===== src/rtl/mm_pkg.sv =====
// Shared constants and replay-FSM encoding for the 3x3 matrix-multiply slice.
package mm_pkg;
  localparam int DATA_W = 8;
  localparam int N      = 3;
  localparam int FRAME  = 2 * N * N;
  localparam int CNT_W  = $clog2(FRAME);

  typedef enum logic [1:0] {
    ST_IDLE  = 2'd0,
    ST_START = 2'd1,
    ST_FEED  = 2'd2,
    ST_WAIT  = 2'd3
  } feed_state_e;
endpackage


===== src/rtl/matrix_feeder_if.sv =====
// Host operand stream plus core-side start/data/done signals of the matrix feeder.
interface matrix_feeder_if;
  import mm_pkg::*;

  logic [DATA_W-1:0] in_data;
  logic              in_valid;
  logic              in_ready;
  logic              mm_start;
  logic [DATA_W-1:0] mm_data;
  logic              mm_done;
  logic              busy;
  logic [7:0]        frame_cnt;

  modport master (
    output in_data, in_valid, mm_done,
    input  in_ready, mm_start, mm_data, busy, frame_cnt
  );

  modport slave (
    input  in_data, in_valid, mm_done,
    output in_ready, mm_start, mm_data, busy, frame_cnt
  );
endinterface


===== src/rtl/pingpong_bank.sv =====
// Two-bank frame store: one synchronous write port, one asynchronous read port.
module pingpong_bank
  import mm_pkg::*;
(
  input  logic              clk,
  input  logic              we,
  input  logic              wbank,
  input  logic [CNT_W-1:0]  waddr,
  input  logic [DATA_W-1:0] wdata,
  input  logic              rbank,
  input  logic [CNT_W-1:0]  raddr,
  output logic [DATA_W-1:0] rdata
);
  logic [DATA_W-1:0] mem_r [2][FRAME];

  // Contents are qualified by the owner's full flags, so no reset is needed here.
  always_ff @(posedge clk) begin
    if (we) begin
      mem_r[wbank][waddr] <= wdata;
    end
  end

  assign rdata = mem_r[rbank][raddr];
endmodule


===== src/rtl/matrix_feeder.sv =====
// Buffers host operand frames in a ping-pong store and replays each one to the
// matrix core as a start pulse followed by one byte per cycle.
module matrix_feeder
  import mm_pkg::*;
(
  input logic            clk,
  input logic            rst,
  matrix_feeder_if.slave bus
);
  localparam logic [CNT_W-1:0] LAST = CNT_W'(FRAME - 1);

  feed_state_e       state_r;
  feed_state_e       next_state_s;
  logic [1:0]        full_r;
  logic [1:0]        full_next_s;
  logic              wbank_r;
  logic              rbank_r;
  logic [CNT_W-1:0]  wcnt_r;
  logic [CNT_W-1:0]  rcnt_r;
  logic [CNT_W-1:0]  raddr_s;
  logic [DATA_W-1:0] rdata_s;
  logic [DATA_W-1:0] mm_data_r;
  logic              mm_start_r;
  logic              busy_r;
  logic [7:0]        frame_cnt_r;
  logic              wr_en_s;
  logic              wr_last_s;
  logic              free_s;

  assign wr_en_s   = bus.in_valid & ~full_r[wbank_r];
  assign wr_last_s = wr_en_s & (wcnt_r == LAST);
  assign free_s    = (state_r == ST_WAIT) & bus.mm_done;

  // Set and clear can hit different banks in one cycle; both must land.
  assign full_next_s = (full_r | (wr_last_s ? (2'b01 << wbank_r) : 2'b00))
                     & ~(free_s ? (2'b01 << rbank_r) : 2'b00);

  pingpong_bank u_bank (
    .clk   (clk),
    .we    (wr_en_s),
    .wbank (wbank_r),
    .waddr (wcnt_r),
    .wdata (bus.in_data),
    .rbank (rbank_r),
    .raddr (raddr_s),
    .rdata (rdata_s)
  );

  // Read address of the byte to present on the next cycle.
  always_comb begin
    raddr_s = '0;
    if ((state_r == ST_FEED) && (rcnt_r != LAST)) begin
      raddr_s = rcnt_r + CNT_W'(1);
    end else begin
      raddr_s = '0;
    end
  end

  // Replay FSM next-state decode; mm_done only matters in WAIT.
  always_comb begin
    next_state_s = state_r;
    case (state_r)
      ST_IDLE: begin
        if (full_r[rbank_r]) next_state_s = ST_START;
        else                 next_state_s = ST_IDLE;
      end
      ST_START: next_state_s = ST_FEED;
      ST_FEED: begin
        if (rcnt_r == LAST) next_state_s = ST_WAIT;
        else                next_state_s = ST_FEED;
      end
      ST_WAIT: begin
        if (bus.mm_done) next_state_s = ST_IDLE;
        else             next_state_s = ST_WAIT;
      end
      default: next_state_s = ST_IDLE;
    endcase
  end

  // State, counters, flags and the registered core-side outputs.
  always_ff @(posedge clk or posedge rst) begin
    if (rst) begin
      state_r     <= ST_IDLE;
      full_r      <= 2'b00;
      wbank_r     <= 1'b0;
      rbank_r     <= 1'b0;
      wcnt_r      <= '0;
      rcnt_r      <= '0;
      mm_start_r  <= 1'b0;
      mm_data_r   <= '0;
      busy_r      <= 1'b0;
      frame_cnt_r <= 8'd0;
    end else begin
      state_r <= next_state_s;
      full_r  <= full_next_s;
      rcnt_r  <= raddr_s;
      if (wr_en_s) begin
        wcnt_r <= wr_last_s ? '0 : wcnt_r + CNT_W'(1);
      end
      if (wr_last_s) begin
        wbank_r <= ~wbank_r;
      end
      if (free_s) begin
        rbank_r     <= ~rbank_r;
        frame_cnt_r <= frame_cnt_r + 8'd1;
      end
      // Outputs are decoded from next state so they line up with state_r.
      mm_start_r <= (next_state_s == ST_START);
      mm_data_r  <= (next_state_s == ST_FEED) ? rdata_s : '0;
      busy_r     <= (next_state_s != ST_IDLE);
    end
  end

  assign bus.in_ready  = ~full_r[wbank_r];
  assign bus.mm_start  = mm_start_r;
  assign bus.mm_data   = mm_data_r;
  assign bus.busy      = busy_r;
  assign bus.frame_cnt = frame_cnt_r;
endmodule


===== src/flat_wrapper.sv =====
// flat-port wrapper written by rule: the top's interface ports become plain ports
module matrix_feeder_flat import mm_pkg::*;
  (clk, rst, bus_in_data, bus_in_valid, bus_mm_done, bus_in_ready, bus_mm_start, bus_mm_data, bus_busy, bus_frame_cnt);
  matrix_feeder_if bus_i ();
  input logic clk;
  input logic rst;
  input wire logic [$bits(bus_i.in_data)-1:0] bus_in_data;
  input wire logic [$bits(bus_i.in_valid)-1:0] bus_in_valid;
  input wire logic [$bits(bus_i.mm_done)-1:0] bus_mm_done;
  output wire logic [$bits(bus_i.in_ready)-1:0] bus_in_ready;
  output wire logic [$bits(bus_i.mm_start)-1:0] bus_mm_start;
  output wire logic [$bits(bus_i.mm_data)-1:0] bus_mm_data;
  output wire logic [$bits(bus_i.busy)-1:0] bus_busy;
  output wire logic [$bits(bus_i.frame_cnt)-1:0] bus_frame_cnt;
  assign bus_i.in_data = bus_in_data;
  assign bus_i.in_valid = bus_in_valid;
  assign bus_i.mm_done = bus_mm_done;
  assign bus_in_ready = bus_i.in_ready;
  assign bus_mm_start = bus_i.mm_start;
  assign bus_mm_data = bus_i.mm_data;
  assign bus_busy = bus_i.busy;
  assign bus_frame_cnt = bus_i.frame_cnt;
  matrix_feeder u_core (.clk(clk), .rst(rst), .bus(bus_i));
endmodule

===== config.mk =====
export PLATFORM = sky130hd
export DESIGN_NAME = matrix_feeder_flat
export DESIGN_NICKNAME = d
export VERILOG_FILES = /design/src/rtl/mm_pkg.sv /design/src/rtl/matrix_feeder_if.sv /design/src/rtl/pingpong_bank.sv /design/src/rtl/matrix_feeder.sv /design/src/flat_wrapper.sv
export SDC_FILE = /design/constraint.sdc
export NUM_CORES = 1
export LEC_CHECK = 0
export ABC_AREA = 0
export BUFFER_PORTS_ARGS = -buffer_cell sky130_fd_sc_hd__buf_2
export CAP_MARGIN = 20
export CORE_MARGIN = 10
export CORE_UTILIZATION = 60
export CTS_CLUSTER_SIZE = 40
export DETAILED_ROUTE_END_ITERATION = 10
export GPL_ROUTABILITY_DRIVEN = 0
export PLACE_DENSITY = 0.87
export SLEW_MARGIN = 20
export SYNTH_ARGS = -nofsm -noshare
export SYNTH_HDL_FRONTEND = slang
export SYNTH_SLANG_ARGS = --single-unit

===== constraint.sdc =====
create_clock -name clk -period 2.7 [get_ports clk]
set_input_delay 0.27 -clock clk [delete_from_list [all_inputs] [get_ports clk]]
set_output_delay 0.27 -clock clk [all_outputs]
set_load 0.02 [all_outputs]

==> results.txt <==
Total power: 13.9 mW
CTS Root Cell: clkbuf_16
Mapped Area: 0.0126 mm^2
Yosys cell types: 45
# rows: 52
Switching power: 4.26 mW
Synthesis-to-layout area growth: 18.0%
GRT Overall Usage: 24.4%
Cell mode on critical path: buf_4
Max Buffers Root-to-Sink: 3
Met3 Usage GRT: 4.73%
Most frequent cells in the layout: edfxtp_1, buf_4, mux4_2, nor2_1, clkbuf_16
Final Hold Viols: 0
Critical-path maximum fanout: 8
Pwr dens: 941 mW/mm^2
GRT met1 Usage: 30.7%
Worst reg2reg setup slack: -0.13 ns
Largest net degree at the start of global routing: 38
Post-synthesis register bit count: 322
Final critical-path required period: 2.83 ns
Initial antenna violation count: 0
CP Buf/Inv Count: 4
Worst Path Arrival: 3.33 ns
Vias per inst: 7.22
HPWL Detailed: 18300 um
Initial Utilization: 61.4%
Top_reg_cell synth: edfxtp_1
Switching share of total power: 30.5%
Io pins: 31
Worst hold path type: input port to register
Die ar.: 0.0271 mm^2
Routed WL: 34900 um
Final setup fails: 15
Most Used Layer, Global Route: met2
Critical Path RT: 3.20 ns
Asr flop ratio synth: 10.6%
EDFF count, synth: 288
Clock latency on the worst-skew pair: 0.57 ns
Most common cell after layout, fill and taps aside: edfxtp_1
DR pass1 iterations: 9
Slew headroom: 43.4%
Ant. Diodes: 0
Core ar.: 0.0204 mm^2
Clock Power Share: 30.8%
Vias in the first global route: 7321
Post-Synthesis Cells: 646
First-pass GRT wire length: 48700 um
CP Capture Type: register
Ratio of cells with drive above 1 in the final layout: 33.8%
Status: finished, violations left
Final worst setup slack: -0.127 ns
Die Ht: 165 um
Max-Cap Viols: 0
Nets: 780
Startpoint Class: register
Filler cells: 1080
CP max stage delay: 0.44 ns
Drt drc: 0
Crit Path Category: register to register
Fin util: 72.5%
Post-synthesis simple-gate area fraction: 4.61%
CTS tree: yes
Maximum vdd drop: 0.000520 V
Post-synthesis compound-gate area fraction: 3.89%
DRT antenna net count: 0
GRT overflow: 0
Final critical-path share of the clock period: 105%
Adder-Cell Fraction of Synth Area: 0.698%
Final clock skew: 0.0231 ns
Failing checks: setup timing
DR vias: 7584
Mapped Nets: 665
Initial drt markers: 1228
Die width: 165 um
Mux contribution to synthesized area: 12.7%
# clock sinks: 322
Sequential fraction of the synthesis area: 75.7%
Num CTS Buffers: 31
Xor and xnor area share after synthesis: 1.05%
Max Slew Vio Count: 0
Ys Warns: 0
Power Internal: 9.68 mW
CP Cell Sequence: inv_2 -> ha_2 -> nand4bb_4 -> buf_4 -> buf_4 -> nand2_2 -> nor2_1 -> a211o_1 -> buf_4 -> a311oi_1 -> a211o_1
Syn avg cell area: 19.4 um^2
Wire per inst: 33.3 um
H-tree level count: 1
Clock-pin slew on the worst setup and hold paths: 0.07 ns
Delay-heaviest family, CP: compound AO/OA/AOI/OAI gates
Fmax: 354 MHz
Comb power frac: 25.6%
GRT met2 Usage: 40.6%
Main combinational cell family by area after synthesis: multiplexers
TNS Setup: -0.797 ns
Tightest Pin Transition: 0.844 ns
P_leak: 5.16 nW
Slowest-stage cell, CP: dfrtp_1
Buffers on Ports: 30
Sequential share of power: 43.6%
[power by group through the flow]
stage               clock network [mW]  logic [mW]  registers, mW
global placement                     0        2.67           6.07
floorplan                            0        1.76           6.07
detailed placement                   0        2.79           6.11
CTS                               4.23        3.08           6.03
global route                      4.47        3.69           6.08
finish                            4.29        3.57           6.07
[worst paths after layout]
check,start,end,depth (start not counted)
min,bus_mm_done,u_core.state_r[0],4
max in group asynchronous,rst,u_core.bus.mm_data[1],4
max,u_core.rcnt_r[1],u_core.bus.mm_data[7],11
min reg2reg,u_core.bus.frame_cnt[7],u_core.bus.frame_cnt[7],1
min in group asynchronous,rst,u_core.bus.frame_cnt[6],3
max reg2reg,u_core.rcnt_r[1],u_core.bus.mm_data[7],11
[cells in the mapped netlist (7+ instances only)]
library cell  instances  area (um^2)
a211o_1              10         87.6
a21oi_1              15         75.1
a22oi_1              16          120
clkbuf_1             14         52.6
dfrtp_1              34          851
edfxtp_1            288         8650
ha_1                  7         87.6
inv_1                 9         33.8
mux2_2                7         78.8
mux2i_1               7         70.1
mux4_2               64         1440
nand2_1              24         90.1
nand3_1              10         50.1
nor2_1               55          206
xnor2_1               8         70.1
xor2_1                7         61.3
[metal layers]
layer	part of all wire (%)	routed length [um]
met3	12	4040
met5	0	0
met1	34	11700
met2	49	17000
met4	6.3	2210
[cells by family (layout without fill, tap and decap cells)]
kind of cell	Yosys count	count (layout)
simple gates	120	120
mux	78	78
compound gates	69	69
buf+inv	35	170
flops	322	322
fa+ha+maj	7	7
xor+xnor	15	15
[area by class of cell]
cell class                      instances  area [um^2]  share of cell area, %
Sequential cell                       322         9500                   64.2
Multi-Input combinational cell        289         3030                   20.4
Timing Repair Buffer                  108          913                   6.17
Clock buffer                           39          890                   6.01
Tap cell                              270          338                   2.28
Clock inverter                         14          103                  0.693
Inverter                                9         33.8                  0.228
[worst reg2reg max path: cells and delay by family (launching register included)]
kind	cells	cell delay, ns
flip-flops	1	0.44
buffers and inverters	4	0.68
adder cells (fa/ha/maj)	1	0.23
AND/OR/NAND/NOR	3	0.50
AO/OA/AOI/OAI	3	0.91
[what timing repair did]
item,4_1_cts,5_1_grt
buffers inserted,3,9
hold endpoints to repair,14,0
cloned,2,3
resized for setup,15,24
pin swaps,1,9
hold buffers,1,0
endpoints found under the setup margin,70,48
[per-stage QoR]
step / cells / setup WS (ns) / hold slack (ns) / instance area (um^2)
finish: 1051 / -0.127 / 0.0848 / 14800
global route: 1051 / -0.177 / 0.0901 / 14800
CTS: 1040 / 0.0000213 / 0.0508 / 14600
detailed placement: 981 / 0.0333 / 0.381 / 13400
global placement: 981 / 0.137 / 0.359 / 13400
floorplan: 646 / 0.211 / 0.369 / 12600
[registers in the layout, indices dropped and copies added, names as in the netlist]
name and count:
u_core.bus.mm_data 8, u_core.full_r 2, u_core.rcnt_r 5, u_core.rbank_r 1, u_core.state_r 2, u_core.u_bank.mem_r 288
u_core.wcnt_r 5, u_core.bus.frame_cnt 8, u_core.bus.busy 1, u_core.bus.mm_start 1, u_core.wbank_r 1
Power figures use the tool's default switching activity.
